### src/rtl/op_seq_pkg.sv
// Shared definitions for the operation sequencer: opcodes, FSM states,
// operation-word / size field positions and the run-length rule.
package op_seq_pkg;

  localparam logic [3:0] OP_IDLE  = 4'd0;
  localparam logic [3:0] OP_MULT  = 4'd1;
  localparam logic [3:0] OP_WRITE = 4'd2;
  localparam logic [3:0] OP_READ  = 4'd3;

  localparam int unsigned OPC_LSB  = 0;
  localparam int unsigned OPC_MSB  = 3;
  localparam int unsigned SZ_C_LSB = 0;
  localparam int unsigned SZ_C_MSB = 5;
  localparam int unsigned SZ_L_LSB = 6;
  localparam int unsigned SZ_L_MSB = 8;

  typedef enum logic [1:0] {
    ST_IDLE,
    ST_RUN,
    ST_GAP,
    ST_FLUSH
  } state_t;

  function automatic logic opc_legal(input logic [3:0] opc);
    return (opc == OP_MULT) || (opc == OP_WRITE) || (opc == OP_READ);
  endfunction

  // Cycles an operation occupies the controller, from C = size[5:0]+1, L = size[8:6]+1.
  function automatic logic [15:0] run_len(input logic [3:0]  opc,
                                          input logic [8:0]  sz,
                                          input logic [15:0] drain);
    logic [15:0] c;
    logic [15:0] l;
    c = 16'(sz[SZ_C_MSB:SZ_C_LSB]) + 16'd1;
    l = 16'(sz[SZ_L_MSB:SZ_L_LSB]) + 16'd1;
    if (opc == OP_MULT) return (l * l * c) + drain;
    else                return (l * c) << 3;
  endfunction

endpackage

### src/rtl/op_fifo.sv
// DEPTH x WIDTH synchronous command FIFO: show-ahead head, written data visible
// the cycle after the push, synchronous clear that overrides push and pop.
module op_fifo #(
  parameter int unsigned DEPTH = 8,
  parameter int unsigned WIDTH = 32
) (
  input  logic             clk,
  input  logic             reset,
  input  logic             clear,
  input  logic             push,
  input  logic             pop,
  input  logic [WIDTH-1:0] wr_data,
  output logic [WIDTH-1:0] rd_data,
  output logic             full,
  output logic             empty
);

  localparam int unsigned AW = $clog2(DEPTH);

  logic [WIDTH-1:0] mem [DEPTH];
  logic [AW-1:0]    wr_ptr;
  logic [AW-1:0]    rd_ptr;
  logic [AW:0]      count;
  logic             push_ok;
  logic             pop_ok;

  assign full    = (count == (AW+1)'(DEPTH));
  assign empty   = (count == '0);
  assign pop_ok  = pop && !empty && !clear;
  // A full FIFO still accepts a push when the head leaves in the same cycle.
  assign push_ok = push && (!full || pop_ok) && !clear;
  assign rd_data = mem[rd_ptr];

  always_ff @(posedge clk) begin
    if (push_ok) mem[wr_ptr] <= wr_data;
  end

  always_ff @(posedge clk or posedge reset) begin
    if (reset) begin
      wr_ptr <= '0;
      rd_ptr <= '0;
      count  <= '0;
    end else if (clear) begin
      wr_ptr <= '0;
      rd_ptr <= '0;
      count  <= '0;
    end else begin
      if (push_ok) wr_ptr <= wr_ptr + AW'(1);
      if (pop_ok)  rd_ptr <= rd_ptr + AW'(1);
      unique case ({push_ok, pop_ok})
        2'b10:   count <= count + (AW+1)'(1);
        2'b01:   count <= count - (AW+1)'(1);
        default: count <= count;
      endcase
    end
  end

endmodule

### src/rtl/op_sequencer.sv
// Feeds operation words from a command FIFO to the matrix controller, one run at a time.
// Optional perf counters (perf_busy_cycles, perf_ops) when OP_SEQUENCER_PERF_EN is defined.
module op_sequencer
  import op_seq_pkg::*;
#(
  parameter int unsigned DEPTH = 8,
  parameter int unsigned DRAIN = 24
) (
  input  logic        clk,
  input  logic        reset,
  input  logic        flush,
  input  logic        cmd_valid,
  output logic        cmd_ready,
  input  logic [31:0] cmd_data,
  input  logic [8:0]  size,
  input  logic        wr_valid,
  output logic        wr_ready,
  input  logic [31:0] wr_data,
  output logic        rd_valid,
  input  logic        rd_ready,
  output logic [31:0] ctrl_operation,
  output logic [31:0] ctrl_in_data,
  output logic        ctrl_enable,
  output logic        ctrl_reset,
  output logic        busy,
  output logic        done,
  output logic        illegal
`ifdef OP_SEQUENCER_PERF_EN
  ,
  output logic [31:0] perf_busy_cycles,
  output logic [31:0] perf_ops
`endif
);

  localparam logic [15:0] DRAIN_W = 16'(DRAIN);

  state_t      state;
  logic [15:0] count;
  logic        live;
  logic [31:0] head;
  logic        fifo_full;
  logic        fifo_empty;
  logic        pop;
  logic        push;
  logic        is_run;
  logic        run_en;
  logic [3:0]  opc;
  logic [3:0]  head_opc;

  // ctrl_operation holds the active word for the whole RUN, so it doubles as the opcode store.
  assign opc      = ctrl_operation[OPC_MSB:OPC_LSB];
  assign head_opc = head[OPC_MSB:OPC_LSB];
  assign is_run   = (state == ST_RUN);

  assign pop  = !flush && !fifo_empty && ((state == ST_IDLE) || (state == ST_GAP));
  assign push = cmd_valid && cmd_ready && !flush;

  assign cmd_ready = !fifo_full || pop;
  assign busy      = !fifo_empty || (state != ST_IDLE);

  always_comb begin
    run_en = 1'b0;
    if (opc == OP_MULT)  run_en = 1'b1;
    if (opc == OP_WRITE) run_en = wr_valid;
    if (opc == OP_READ)  run_en = rd_ready;
  end

  assign wr_ready     = is_run && (opc == OP_WRITE);
  assign rd_valid     = is_run && (opc == OP_READ);
  assign ctrl_in_data = wr_ready ? wr_data : '0;
  // live keeps enable low while reset is held and in the first cycle after it.
  assign ctrl_enable  = live && (is_run ? run_en : 1'b1);

  op_fifo #(
    .DEPTH (DEPTH),
    .WIDTH (32)
  ) u_fifo (
    .clk     (clk),
    .reset   (reset),
    .clear   (flush),
    .push    (push),
    .pop     (pop),
    .wr_data (cmd_data),
    .rd_data (head),
    .full    (fifo_full),
    .empty   (fifo_empty)
  );

  always_ff @(posedge clk or posedge reset) begin
    if (reset) begin
      state          <= ST_IDLE;
      count          <= '0;
      live           <= 1'b0;
      ctrl_operation <= '0;
      ctrl_reset     <= 1'b0;
      done           <= 1'b0;
      illegal        <= 1'b0;
    end else begin
      live       <= 1'b1;
      ctrl_reset <= 1'b0;
      done       <= 1'b0;
      illegal    <= 1'b0;
      if (flush) begin
        state          <= ST_FLUSH;
        ctrl_operation <= '0;
        ctrl_reset     <= 1'b1;
      end else begin
        unique case (state)
          ST_IDLE, ST_GAP: begin
            ctrl_operation <= '0;
            state          <= ST_IDLE;
            if (pop) begin
              if (opc_legal(head_opc)) begin
                state          <= ST_RUN;
                ctrl_operation <= head;
                count          <= run_len(head_opc, size, DRAIN_W) - 16'd1;
              end else begin
                illegal <= 1'b1;
              end
            end
          end
          ST_RUN: begin
            if (run_en) begin
              if (count == '0) begin
                state          <= ST_GAP;
                ctrl_operation <= '0;
                done           <= 1'b1;
              end else begin
                count <= count - 16'd1;
              end
            end
          end
          ST_FLUSH: begin
            state <= ST_IDLE;
          end
        endcase
      end
    end
  end

`ifdef OP_SEQUENCER_PERF_EN
  always_ff @(posedge clk or posedge reset) begin
    if (reset) begin
      perf_busy_cycles <= '0;
      perf_ops         <= '0;
    end else if (flush) begin
      perf_busy_cycles <= '0;
      perf_ops         <= '0;
    end else begin
      if (is_run && (perf_busy_cycles != '1))
        perf_busy_cycles <= perf_busy_cycles + 32'd1;
      if (is_run && run_en && (count == '0) && (perf_ops != '1))
        perf_ops <= perf_ops + 32'd1;
    end
  end
`endif

endmodule

### config.mk
export PLATFORM = sky130hd
export DESIGN_NAME = op_sequencer
export DESIGN_NICKNAME = d
export VERILOG_FILES = /design/src/rtl/op_seq_pkg.sv /design/src/rtl/op_fifo.sv /design/src/rtl/op_sequencer.sv
export SDC_FILE = /design/constraint.sdc
export NUM_CORES = 1
export LEC_CHECK = 0
export BUFFER_PORTS_ARGS = -buffer_cell sky130_fd_sc_hd__buf_4
export CORE_MARGIN = 1.5
export CORE_UTILIZATION = 50
export DETAILED_ROUTE_END_ITERATION = 10
export GPL_TIMING_DRIVEN = 0
export HOLD_SLACK_MARGIN = 0.08
export PLACE_DENSITY = 0.71
export SYNTH_ARGS = -nofsm -noshare
export SYNTH_HDL_FRONTEND = slang
export SYNTH_SLANG_ARGS = --single-unit
### constraint.sdc
create_clock -name clk -period 3.6 [get_ports clk]
set_clock_uncertainty 0.15 [all_clocks]
set_input_delay 0.36 -clock clk [delete_from_list [all_inputs] [get_ports clk]]
set_output_delay 0.36 -clock clk [all_outputs]
set_load 0.005 [all_outputs]
==> impl_metrics.ini <==
[placement]
gp_congestion = 0.870
place.port_buffers = 150
dp_hpwl_um = 24600
pre_cts_ws_ns = -3.48

[critical_path]
critPathMaxStageDelay_ns = 0.52
critPathMaxFanout = 6
crit_top_cell = fa_1
reg2reg_depth = 12
start_kind = input port
criticalPathCategory = in -> reg
crit_path_end_kind = register
reg2reg_to = count[10]
r2r-start = u_fifo.rd_ptr[0]
reg2reg_slack_ns = -0.50
cp.required_ns = 3.93
cp_slowest_cell = fa_1
critPathArrivalTime_ns = 6.27

[route]
drtIter0Drc = 681
avgRoutedWirePerCell_um = 20.5
routed_wl_um = 36800
vias = 10100
dr.pass1.iters = 5
ant_nets = 0
drc = 0
vias_per_cell = 5.61

[grt]
grt_busiest_layer = met2
antenna_found_initial = 2
use_met3_pct = 3.09
track_usage_pct = 23.1
grt_pass1_wl_um = 58700
met2_usage_pct = 41.9
grt.overflow.total = 0
first_global_vias = 10600
grtUsageMet1_pct = 29.3
grt_max_degree = 34

[sta]
slew_viol_final = 0
relSlewSlack_pct = 30.6
finalCritPeriodShare_pct = 165
finalSetupViolCount = 12
holdWs_ns = 0.106
min_period_ns = 5.94
rsz0062_at_grt = yes
max_freq_ghz = 0.168
hold_viol = 0
worst_pin_slew_ns = 1.04
setup_slack_ns = -2.34

[synth]
synth_seq_cells = 320
synth_edf_count = 256
dominantRegCellSynth = edfxtp_1
netlist-cell-type-count = 65
synthTopCellsByCount = edfxtp_1, nand2_1, nor2_1
synthArstFlopShare_pct = 20.0
yosysMostFrequentCell = edfxtp_1
yosysWarnings = 0
syn_area_per_cell_sq_um = 14.1
yosysSeqAreaShare_pct = 58.8
synth_top_area_share_pct = 48.7
yosys-top-cells-area = edfxtp_1, dfrtp_1, mux4_2
syn_nets = 1297
syn_inst = 1116
yosys.area.top_type = edfxtp_1
synthesis.area_sq_mm = 0.0158

[worst_hold_path]
whs_path_depth = 4
holdPathEnd = u_fifo.wr_ptr[2]
hold_start = cmd_valid
hold_class = in -> reg

[power]
p_sw_share_pct = 28.1
p_seq_share_pct = 43.5
clkPwrFrac_pct = 31.5
p_comb_share_pct = 24.9
leakage_uw = 0.00760
power_switching_uw = 2760
peakVddDrop_mv = 0.490
p_per_area_mw_per_mm2 = 495
power_uw = 9810
internal_power_uw = 7050

[clocking]
root_buffer = clkbuf_16
cts_tree = yes
path_clk_slew_ns = 0.07
cts_buffers = 31
clock_latency_ns = 0.56
cts.sinks = 320
cts_buffer_depth = 3
htree_levels = 1

[cells_and_area]
nNetsFinal = 1557
nFillCells = 2220
drive_gt1_share_pct = 29.2
areaGrowthSynthToFinish_pct = 25.4

[die]
num_io_pins = 151
num_rows = 64
die_area_sq_mm = 0.0326
die_w_um = 181
initial_core_util_pct = 51.2
die_h_um = 181
core_sq_mm = 0.0308

[flow_run]
drv_cap = 0

[outcome]
violations = setup timing
status = complete, but fails checks
==> registers in the layout (all words and copies together), names as in the netlist <==
signal	cells
ctrl_operation	32
u_fifo.wr_ptr	3
ctrl_reset	1
done	1
u_fifo.count	4
count	16
u_fifo.mem	256
u_fifo.rd_ptr	3
state	2
illegal	1
live	1
==> cells by family (layout without fill, tap and decap cells) <==
group,after synthesis,after routing,share of synthesized area [%]
DFF,320,320,58.8
and+or+nand+nor,309,309,9.73
AOI/OAI and AO/OA,136,136,5.64
buffers and inverters,109,393,2.66
adders and majority gates,102,102,9.84
muxes,97,97,11.0
xor gates and xnor gates,41,41,2.27
other,2,4,0.0476
==> placed cells by master, fill, tap and decap left out, drive strengths merged, types with 18 or more instances in the layout <==
cell type	instances
edfxtp	256
buf	202
nand2	87
nor2	81
inv	69
clkbuf	68
ha	65
dfrtp	64
mux4	60
o21ai	56
and2	44
fa	37
dlygate4sd3	34
mux2i	34
xnor2	23
nor3	20
xor2	18
==> stage by stage <==
stage,setup TNS [ns],util [%],cell area (sq um),std cells
2_1_floorplan,-23.47,-,16000,1116
3_5_place_dp,-33.74,58.0,17900,1673
5_1_grt,-23.00,64.2,19800,1798
4_1_cts,-20.71,63.4,19500,1782
3_3_place_gp,-375.17,57.0,17600,1662
6_report,-20.02,64.2,19800,1798
==> routing by layer <==
metal  up-vias  wire length, um
li1       4632                -
met3        65             1860
met1      5089            14700
met2       298            19500
met5         -                0
met4         0              770
==> power by group through the flow <==
stage	Combinational, uW	Sequential, uW	Clock [uW]
after floorplan	1440	4310	0
after global placement	1960	4340	0
after detailed placement	2010	4340	0
after CTS	2250	4260	3130
after global routing	2710	4280	3280
final	2450	4270	3090
==> worst max-delay path by stage <==
stage,start,endpoint,slack [ns],depth (start not counted)
finish,size[6],count[15],-2.34,27
global route,size[7],count[15],-2.60,28
CTS,size[6],count[14],-2.38,30
detailed placement,size[6],count[15],-3.48,28
global placement,size[6],count[15],-3.44,28
floorplan,size[6],count[15],-2.70,29
==> cell type report <==
cell class | instances | area (sq um) | area share (%)
tap | 396 | 495 | 2.50
antenna | 2 | 5.00 | 0.0253
timing repair buffer | 228 | 1990 | 10.0
clock inverter | 22 | 174 | 0.878
buffer | 41 | 199 | 1.00
sequential | 320 | 9290 | 46.9
multi-input combinational | 687 | 6590 | 33.3
inverter | 67 | 262 | 1.32
clock buffer | 35 | 791 | 3.99
==> repair_timing <==
item,4_1_cts,5_1_grt
endpoints found under the setup margin,71,65
buffers inserted,19,14
hold endpoints to repair,288,0
hold buffers,34,0
resized for setup,47,40
pin swaps,29,32
cloned,0,0
==> worst max-delay path, delay by kind of cell <==
family / cells / cell delay (ns)
fa+ha+maj: 7 / 2.76
buf+inv: 5 / 0.41
compound gates: 8 / 1.52
xor+xnor: 2 / 0.39
simple gates: 5 / 0.83
No activity file was read; power rests on OpenSTA's default activity.
